[src/rtl/vga_pkg.sv]
// Shared raster timing defaults and control-bundle types for the VGA controller
// and the video memory that feeds it.
package vga_pkg;

    localparam int H_DISP_DEF   = 640;
    localparam int H_FP_DEF     = 16;
    localparam int H_SYNC_DEF   = 96;
    localparam int H_BP_DEF     = 48;
    localparam int V_DISP_DEF   = 480;
    localparam int V_FP_DEF     = 10;
    localparam int V_SYNC_DEF   = 2;
    localparam int V_BP_DEF     = 33;
    localparam int DATA_LAT_DEF = 3;

    localparam int HT_DEF = H_DISP_DEF + H_FP_DEF + H_SYNC_DEF + H_BP_DEF;
    localparam int VT_DEF = V_DISP_DEF + V_FP_DEF + V_SYNC_DEF + V_BP_DEF;

    localparam int ADDR_W = 10;
    localparam int RGB_W  = 24;

    // Per-pixel control flags carried alongside the memory read latency.
    typedef struct packed {
        logic act;
        logic hs;
        logic vs;
    } ctl_t;

    localparam int CTL_W = $bits(ctl_t);

    // Blanked, sync-inactive pattern used to flush the delay line.
    localparam ctl_t CTL_RST = '{act: 1'b0, hs: 1'b1, vs: 1'b1};

    // Half-open window test: lo <= cnt < hi.
    function automatic logic in_window(
        input logic [ADDR_W-1:0] cnt,
        input logic [ADDR_W-1:0] lo,
        input logic [ADDR_W-1:0] hi
    );
        return (cnt >= lo) && (cnt < hi);
    endfunction

endpackage

[src/rtl/vga_if.sv]
// Video bus between the raster controller, the video memory and the display port.
interface vga_if;
    import vga_pkg::*;

    logic [ADDR_W-1:0] h_addr;
    logic [ADDR_W-1:0] v_addr;
    logic [RGB_W-1:0]  vga_data;
    logic              hsync;
    logic              vsync;
    logic              valid;
    logic [7:0]        vga_r;
    logic [7:0]        vga_g;
    logic [7:0]        vga_b;
    logic              frame_start;

    modport master (
        output h_addr,
        output v_addr,
        input  vga_data,
        output hsync,
        output vsync,
        output valid,
        output vga_r,
        output vga_g,
        output vga_b,
        output frame_start
    );

    modport slave (
        input  h_addr,
        input  v_addr,
        output vga_data,
        input  hsync,
        input  vsync,
        input  valid,
        input  vga_r,
        input  vga_g,
        input  vga_b,
        input  frame_start
    );

endinterface

[src/rtl/vga_delay.sv]
// Fixed-depth shift register that keeps control flags in step with memory read
// latency; DEPTH=0 is a plain wire.
module vga_delay #(
    parameter int WIDTH = 3,
    parameter int DEPTH = 3
) (
    input  logic             clk,
    input  logic             rst,
    input  logic [WIDTH-1:0] rst_val,
    input  logic [WIDTH-1:0] din,
    output logic [WIDTH-1:0] dout
);

    generate
        if (DEPTH == 0) begin : g_bypass
            logic unused_s;
            assign unused_s = ^{clk, rst, rst_val};
            assign dout     = din;
        end else begin : g_pipe
            logic [WIDTH-1:0] stage_r [DEPTH];

            // Shift flags one stage per clock; reset loads the caller's idle pattern.
            always_ff @(posedge clk) begin
                if (rst) begin
                    for (int i = 0; i < DEPTH; i++) begin
                        stage_r[i] <= rst_val;
                    end
                end else begin
                    stage_r[0] <= din;
                    for (int i = 1; i < DEPTH; i++) begin
                        stage_r[i] <= stage_r[i-1];
                    end
                end
            end

            assign dout = stage_r[DEPTH-1];
        end
    endgenerate

endmodule

[src/rtl/vga_ctrl.sv]
// Raster timing generator: pixel/line counters, active-area addressing and a
// latency-matched output stage pairing sync/valid with returned pixel data.
module vga_ctrl
    import vga_pkg::*;
#(
    parameter int H_DISP   = H_DISP_DEF,
    parameter int H_FP     = H_FP_DEF,
    parameter int H_SYNC   = H_SYNC_DEF,
    parameter int H_BP     = H_BP_DEF,
    parameter int V_DISP   = V_DISP_DEF,
    parameter int V_FP     = V_FP_DEF,
    parameter int V_SYNC   = V_SYNC_DEF,
    parameter int V_BP     = V_BP_DEF,
    parameter int DATA_LAT = DATA_LAT_DEF
) (
    input  logic  clk,
    input  logic  rst,
    vga_if.master bus
);

    localparam int HT = H_DISP + H_FP + H_SYNC + H_BP;
    localparam int VT = V_DISP + V_FP + V_SYNC + V_BP;

    localparam logic [ADDR_W-1:0] H_DISP_C   = ADDR_W'(H_DISP);
    localparam logic [ADDR_W-1:0] H_LAST_C   = ADDR_W'(HT - 1);
    localparam logic [ADDR_W-1:0] HS_START_C = ADDR_W'(H_DISP + H_FP);
    localparam logic [ADDR_W-1:0] HS_END_C   = ADDR_W'(H_DISP + H_FP + H_SYNC);
    localparam logic [ADDR_W-1:0] V_DISP_C   = ADDR_W'(V_DISP);
    localparam logic [ADDR_W-1:0] V_LAST_C   = ADDR_W'(VT - 1);
    localparam logic [ADDR_W-1:0] VS_START_C = ADDR_W'(V_DISP + V_FP);
    localparam logic [ADDR_W-1:0] VS_END_C   = ADDR_W'(V_DISP + V_FP + V_SYNC);

    logic [ADDR_W-1:0] h_cnt_r;
    logic [ADDR_W-1:0] v_cnt_r;
    logic              act_raw_s;
    ctl_t              raw_s;
    ctl_t              dly_s;
    logic [ADDR_W-1:0] h_addr_s;
    logic [ADDR_W-1:0] v_addr_s;
    logic              frame_start_s;
    logic              hsync_r;
    logic              vsync_r;
    logic              valid_r;
    logic [RGB_W-1:0]  rgb_r;

    // Pixel and line counters; the line counter steps only on pixel wrap.
    always_ff @(posedge clk) begin
        if (rst) begin
            h_cnt_r <= {ADDR_W{1'b0}};
            v_cnt_r <= {ADDR_W{1'b0}};
        end else if (h_cnt_r == H_LAST_C) begin
            h_cnt_r <= {ADDR_W{1'b0}};
            if (v_cnt_r == V_LAST_C) begin
                v_cnt_r <= {ADDR_W{1'b0}};
            end else begin
                v_cnt_r <= v_cnt_r + 10'd1;
            end
        end else begin
            h_cnt_r <= h_cnt_r + 10'd1;
        end
    end

    // Decode active area and sync windows from the current counter position.
    always_comb begin
        raw_s     = CTL_RST;
        act_raw_s = (h_cnt_r < H_DISP_C) && (v_cnt_r < V_DISP_C);
        raw_s.act = act_raw_s;
        raw_s.hs  = ~in_window(h_cnt_r, HS_START_C, HS_END_C);
        raw_s.vs  = ~in_window(v_cnt_r, VS_START_C, VS_END_C);
    end

    // Memory addresses and frame marker are undelayed; held at zero during reset.
    always_comb begin
        h_addr_s      = {ADDR_W{1'b0}};
        v_addr_s      = {ADDR_W{1'b0}};
        frame_start_s = 1'b0;
        if (rst) begin
            h_addr_s      = {ADDR_W{1'b0}};
            v_addr_s      = {ADDR_W{1'b0}};
            frame_start_s = 1'b0;
        end else begin
            if (act_raw_s) begin
                h_addr_s = h_cnt_r;
                v_addr_s = v_cnt_r;
            end else begin
                h_addr_s = {ADDR_W{1'b0}};
                v_addr_s = {ADDR_W{1'b0}};
            end
            frame_start_s = (h_cnt_r == 10'd0) && (v_cnt_r == 10'd0);
        end
    end

    vga_delay #(
        .WIDTH (CTL_W),
        .DEPTH (DATA_LAT)
    ) u_delay (
        .clk     (clk),
        .rst     (rst),
        .rst_val (CTL_RST),
        .din     (raw_s),
        .dout    (dly_s)
    );

    // Output register: flags arrive together with the pixel they describe, so
    // vga_data is only sampled when the delayed active flag is set.
    always_ff @(posedge clk) begin
        if (rst) begin
            hsync_r <= 1'b1;
            vsync_r <= 1'b1;
            valid_r <= 1'b0;
            rgb_r   <= 24'h000000;
        end else begin
            hsync_r <= dly_s.hs;
            vsync_r <= dly_s.vs;
            valid_r <= dly_s.act;
            rgb_r   <= dly_s.act ? bus.vga_data : 24'h000000;
        end
    end

    assign bus.h_addr      = h_addr_s;
    assign bus.v_addr      = v_addr_s;
    assign bus.frame_start = frame_start_s;
    assign bus.hsync       = hsync_r;
    assign bus.vsync       = vsync_r;
    assign bus.valid       = valid_r;
    assign bus.vga_r       = rgb_r[23:16];
    assign bus.vga_g       = rgb_r[15:8];
    assign bus.vga_b       = rgb_r[7:0];

endmodule
[src/flat_wrapper.sv]
// flat-port wrapper written by rule: the top's interface ports become plain ports
module vga_ctrl_flat import vga_pkg::*;
#(
    parameter int H_DISP   = H_DISP_DEF,
    parameter int H_FP     = H_FP_DEF,
    parameter int H_SYNC   = H_SYNC_DEF,
    parameter int H_BP     = H_BP_DEF,
    parameter int V_DISP   = V_DISP_DEF,
    parameter int V_FP     = V_FP_DEF,
    parameter int V_SYNC   = V_SYNC_DEF,
    parameter int V_BP     = V_BP_DEF,
    parameter int DATA_LAT = DATA_LAT_DEF
)
  (clk, rst, bus_h_addr, bus_v_addr, bus_vga_data, bus_hsync, bus_vsync, bus_valid, bus_vga_r, bus_vga_g, bus_vga_b, bus_frame_start);
  vga_if bus_i ();
  input  logic clk;
  input  logic rst;
  output wire logic [$bits(bus_i.h_addr)-1:0] bus_h_addr;
  output wire logic [$bits(bus_i.v_addr)-1:0] bus_v_addr;
  input wire logic [$bits(bus_i.vga_data)-1:0] bus_vga_data;
  output wire logic [$bits(bus_i.hsync)-1:0] bus_hsync;
  output wire logic [$bits(bus_i.vsync)-1:0] bus_vsync;
  output wire logic [$bits(bus_i.valid)-1:0] bus_valid;
  output wire logic [$bits(bus_i.vga_r)-1:0] bus_vga_r;
  output wire logic [$bits(bus_i.vga_g)-1:0] bus_vga_g;
  output wire logic [$bits(bus_i.vga_b)-1:0] bus_vga_b;
  output wire logic [$bits(bus_i.frame_start)-1:0] bus_frame_start;
  assign bus_h_addr = bus_i.h_addr;
  assign bus_v_addr = bus_i.v_addr;
  assign bus_i.vga_data = bus_vga_data;
  assign bus_hsync = bus_i.hsync;
  assign bus_vsync = bus_i.vsync;
  assign bus_valid = bus_i.valid;
  assign bus_vga_r = bus_i.vga_r;
  assign bus_vga_g = bus_i.vga_g;
  assign bus_vga_b = bus_i.vga_b;
  assign bus_frame_start = bus_i.frame_start;
  vga_ctrl #(.H_DISP(H_DISP), .H_FP(H_FP), .H_SYNC(H_SYNC), .H_BP(H_BP), .V_DISP(V_DISP), .V_FP(V_FP), .V_SYNC(V_SYNC), .V_BP(V_BP), .DATA_LAT(DATA_LAT)) u_core (.clk(clk), .rst(rst), .bus(bus_i));
endmodule
[config.mk]
export PLATFORM = sky130hd
export DESIGN_NAME = vga_ctrl_flat
export DESIGN_NICKNAME = d
export VERILOG_FILES = /design/src/rtl/vga_pkg.sv /design/src/rtl/vga_if.sv /design/src/rtl/vga_delay.sv /design/src/rtl/vga_ctrl.sv /design/src/flat_wrapper.sv
export SDC_FILE = /design/constraint.sdc
export NUM_CORES = 1
export LEC_CHECK = 0
export ABC_AREA = 1
export CAP_MARGIN = 20
export CELL_PAD_IN_SITES_DETAIL_PLACEMENT = 1
export CELL_PAD_IN_SITES_GLOBAL_PLACEMENT = 1
export CORE_ASPECT_RATIO = 0.8
export CORE_MARGIN = 2
export CORE_UTILIZATION = 32
export DETAILED_ROUTE_END_ITERATION = 6
export MAX_ROUTING_LAYER = met4
export PLACE_DENSITY_LB_ADDON = 0.1
export SLEW_MARGIN = 20
export SYNTH_ARGS = -nofsm -noshare
export SYNTH_HDL_FRONTEND = slang
export SYNTH_HIERARCHICAL = 1
export SYNTH_SLANG_ARGS = --single-unit
[constraint.sdc]
create_clock -name clk -period 1.7 [get_ports clk]
set_input_delay 0.34 -clock clk [delete_from_list [all_inputs] [get_ports clk]]
set_output_delay 0.34 -clock clk [all_outputs]
set_load 0.005 [all_outputs]
==> Implementation_results.wiki <==
{| class="wikitable"
! Metric !! Value
|-
| Cell Int Power || 1.877 mW
|-
| Drt wl/cell || 13.41 um
|-
| Met1 usage || 0.2133
|-
| Die height || 80.38 um
|-
| Vias per cell || 4.374
|-
| PortBufs || 72
|-
| Std cell rows || 27
|-
| Final-layout setup total negative slack || -4.039 ns
|-
| IR drop worst, VDD || 0.3216 mV
|-
| Setup violation total in the final timing report || 20
|-
| Leakage power total || 1.839 nW
|-
| Antenna violations before repair || 0
|-
| Count of flip-flops with a built-in enable after synthesis || 0
|-
| Maximum frequency from static timing analysis || 0.5070 GHz
|-
| Reg-to-Reg End || u_core/v_cnt_r[3]$_SDFFE_PP0N_
|-
| Share of the yosys chip area belonging to registers || 0.4804
|-
| Maximum number of pins on one net before global-route repair || 26
|-
| Antenna Violating Nets Remaining || 0
|-
| Nets || 490
|-
| Number of H-tree levels || 2
|-
| Area of the die || 0.007996 mm^2
|-
| Share of total power in the clock network || 0.309
|-
| Beginning of the worst register-to-register path || u_core/h_cnt_r[0]$_SDFF_PP0_
|-
| Horizontal extent of the die || 99.48 um
|-
| Weighted congestion reported at the end of routability-driven placement || 0.7723
|-
| Aggregate global-route resource usage || 0.1848
|-
| Biggest fanout along the worst timing path || 7
|-
| Clock sink total || 56
|-
| Fill cell total of the finished layout || 882
|-
| Min Clock Period, post-route || 1.972 ns
|-
| First-pass GRT wire length || 11.37 mm
|-
| Boundary pin count || 74
|-
| Final HPWL DP || 5.246 mm
|-
| Crit. End Element || primary output
|-
| NetSw || 0.6316 mW
|-
| Hold violation count in the final report || 0
|-
| Crit Path Class || flop to primary output
|-
| Outcome || complete, but fails checks
|-
| Overflow after GRT || 0
|-
| Tcrit/Tclk final || 1.160
|-
| Data required, critical path || 1.36 ns
|-
| CTS Buffer Depth || 2
|-
| Logic depth of the worst register-to-register path || 11
|-
| Fin Clk Skew || 0.005320 ns
|-
| Count of unresolved DRC violations after routing || 0
|-
| Number of iterations in the first detailed-routing pass || 4
|-
| Area of the multi-input gates || 0.001104 mm^2
|-
| Cell depth of the worst hold path || 1
|-
| Synthesized instance count || 321
|-
| Area of the placeable core || 0.006959 mm^2
|-
| Layout Cell Area excl Fill || 0.003880 mm^2
|-
| Launch instance of the worst min-delay path || u_core/u_delay/g_pipe.stage_r[0][6]$_DFF_P_
|-
| Proportion of power drawn by combinational gates || 0.141
|-
| Power density normalized to cell area || 646.7 mW/mm^2
|-
| Element type at the critical path start || flop
|-
| Antenna diode count || 0
|-
| Fraction of power spent switching nets || 0.2517
|-
| Mean instance size in the synthesized netlist || 7.269 um^2
|-
| Met2 capacity usage during global routing || 0.3426
|-
| Synth Flop Type || sky130_fd_sc_hd__dfxtp_1
|-
| Violated checks || negative setup slack
|-
| Arrival time at the worst endpoint || 1.63 ns
|-
| Combined area of all synthesized cells || 0.002333 mm^2
|-
| Async set-reset flop share out of synthesis || 0
|-
| Global route hottest layer || met2
|-
| Setup slack, reg-to-reg || 0.07 ns
|-
| Worst path setup slack after routing || -0.2725 ns
|-
| Clock Latency Late Sink || 0.31 ns
|-
| Sequential Area || 0.001131 mm^2
|-
| Unrepaired setup endpoints after global routing || true
|-
| Starting DRT DRC Count || 42
|-
| Endpoint with the worst hold slack || u_core/bus.vsync$_SDFF_PP1_
|-
| Min-delay worst type || flop to flop
|-
| Clock-pin slew on the worst setup and hold paths || 0.11 ns
|-
| Number of synthesis warnings || 6
|-
| Fin. max-slew vios || 0
|-
| Clock tree from TritonCTS || done
|-
| Total length of routed wires || 7.351 mm
|-
| Via count of the first global-routing pass || 2,466
|-
| Layout overhead on the synthesized area || 66.27%
|-
| Initial cell density of the core || 0.3353
|-
| Number of maximum-capacitance constraint violations || 0
|-
| Count of vias placed by the detailed router || 2,397
|-
| Power after layout || 2.509 mW
|-
| Register share of total power || 0.550
|-
| Placed cell areas || 0.003508 mm^2
|-
| CTS Root Cell || sky130_fd_sc_hd__clkbuf_8
|-
| Fraction of final layout cells sized beyond drive strength 1 || 0.3124
|-
| Synth cell types || 25
|-
| Total clock buffers created by CTS || 5
|-
| Number of register bits inferred by synthesis || 56
|-
| GRT met3 Usage || 0.03133
|}
-- state kept, by name (all words and copies together) (netlist names) --
register                       cells
u_core/bus.hsync                   1
u_core/bus.valid                   1
u_core/bus.vsync                   1
u_core/h_cnt_r                    10
u_core/rgb_r                      24
u_core/u_delay/g_pipe.stage_r      9
u_core/v_cnt_r                    10
-- layout make-up --
type                       instances  share of cell area
clock buffer                       5             0.01774
clock inverter                     3            0.007094
inverter                          54             0.05353
multi-input combinational        204              0.2844
sequential                        56              0.2915
tap                               87             0.02806
timing repair buffer             139              0.3176
-- through the flow --
step | instances | hold slack (ns) | setup WS, ns | util
detailed placement | 524 | 0.3993 | -0.4712 | 0.5041
CTS | 543 | 0.4219 | -0.2365 | 0.5354
finish | 548 | 0.4195 | -0.2725 | 0.5575
global route | 548 | 0.4362 | -0.3400 | 0.5575
global placement | 524 | 0.3929 | -0.4544 | 0.5041
floorplan | 323 | 0.3960 | 0.2897 | -
-- how the worst max path moves through the flow --
| stage | end | slack, ns | start | cells after the start |
|---|---|---|---|---|
| 2_1_floorplan | bus_h_addr[0] | 0.29 | u_core/h_cnt_r[8]$_SDFF_PP0_ | 6 |
| 3_3_place_gp | bus_frame_start | -0.45 | rst | 6 |
| 3_5_place_dp | bus_v_addr[1] | -0.47 | rst | 6 |
| 4_1_cts | bus_h_addr[8] | -0.24 | u_core/h_cnt_r[9]$_SDFF_PP0_ | 8 |
| 5_1_grt | bus_h_addr[6] | -0.34 | u_core/h_cnt_r[8]$_SDFF_PP0_ | 8 |
| 6_report | bus_h_addr[6] | -0.27 | u_core/h_cnt_r[9]$_SDFF_PP0_ | 8 |
-- power groups by stage --
stage,clock [mW],combinational [mW],sequential [mW]
after floorplan,0,0.102,1.42
after global placement,0,0.279,1.41
after detailed placement,0,0.288,1.41
after CTS,0.810,0.337,1.38
after global routing,0.881,0.382,1.39
final,0.776,0.353,1.38
-- layer usage --
layer	up-vias	share of wire	wire length [um]
li1	1228	-	-
met1	1133	0.44	3245
met2	32	0.53	3878
met3	4	0.026	192
met4	0	0.0046	34
met5	-	0	0
-- cell usage in the layout, fill, tap and decap left out, types with 5 or more instances in the layout --
master	instances
sky130_fd_sc_hd__nor2_2	7
sky130_fd_sc_hd__buf_4	55
sky130_fd_sc_hd__inv_2	6
sky130_fd_sc_hd__nor2_4	15
sky130_fd_sc_hd__inv_1	46
sky130_fd_sc_hd__nor2_1	57
sky130_fd_sc_hd__a21oi_1	6
sky130_fd_sc_hd__dfxtp_1	52
sky130_fd_sc_hd__nand3_1	13
sky130_fd_sc_hd__buf_2	20
sky130_fd_sc_hd__nand2_1	69
sky130_fd_sc_hd__clkbuf_8	5
sky130_fd_sc_hd__clkdlybuf4s50_1	52
-- critical path, cell delays in order (launching register included) --
cell	delay, ns
sky130_fd_sc_hd__dfxtp_4	0.38
sky130_fd_sc_hd__nand2_4	0.09
sky130_fd_sc_hd__inv_4	0.04
sky130_fd_sc_hd__nor2_4	0.15
sky130_fd_sc_hd__nand4_4	0.13
sky130_fd_sc_hd__clkbuf_16	0.20
sky130_fd_sc_hd__buf_8	0.12
sky130_fd_sc_hd__nor2_2	0.08
sky130_fd_sc_hd__buf_2	0.12
-- cell usage after synthesis, types with 2 or more instances --
library cell	number	share of area
sky130_fd_sc_hd__conb_1	2	0.0032
sky130_fd_sc_hd__nor4_1	3	0.0080
sky130_fd_sc_hd__o21ai_0	5	0.011
sky130_fd_sc_hd__a21oi_1	6	0.013
sky130_fd_sc_hd__xor2_1	3	0.011
sky130_fd_sc_hd__nor3_1	4	0.0086
sky130_fd_sc_hd__nor2_4	2	0.0097
sky130_fd_sc_hd__nor3b_2	2	0.011
sky130_fd_sc_hd__nand2_1	70	0.11
sky130_fd_sc_hd__inv_2	4	0.0064
sky130_fd_sc_hd__nand3_1	13	0.028
sky130_fd_sc_hd__or2_2	2	0.0054
sky130_fd_sc_hd__dfxtp_1	56	0.48
sky130_fd_sc_hd__buf_4	5	0.016
sky130_fd_sc_hd__buf_6	2	0.0097
sky130_fd_sc_hd__inv_1	50	0.080
sky130_fd_sc_hd__nor2_1	75	0.12
sky130_fd_sc_hd__nor2_2	2	0.0054
sky130_fd_sc_hd__nand2_2	4	0.011
sky130_fd_sc_hd__buf_2	2	0.0043
sky130_fd_sc_hd__ha_1	4	0.021
sky130_fd_sc_hd__nand4_1	2	0.0054
-- repair_timing --
action                                  CTS  global route
buffers inserted                         11             5
hold buffers                              0             0
endpoints found under the setup margin   20            30
gates cloned                              1             0
pin swaps                                13            14
gates resized for setup                 116            29
-- kinds of logic after synthesis --
kind of cell | count (synthesis) | share of synthesized area
AOI/OAI and AO/OA | 11 | 0.02359
xor gates and xnor gates | 3 | 0.01126
adders and majority gates | 4 | 0.02145
buffers and inverters | 63 | 0.1169
DFF | 56 | 0.4804
other | 2 | 0.003218
and+or+nand+nor | 182 | 0.3432
(Power assumes the default switching activity.)
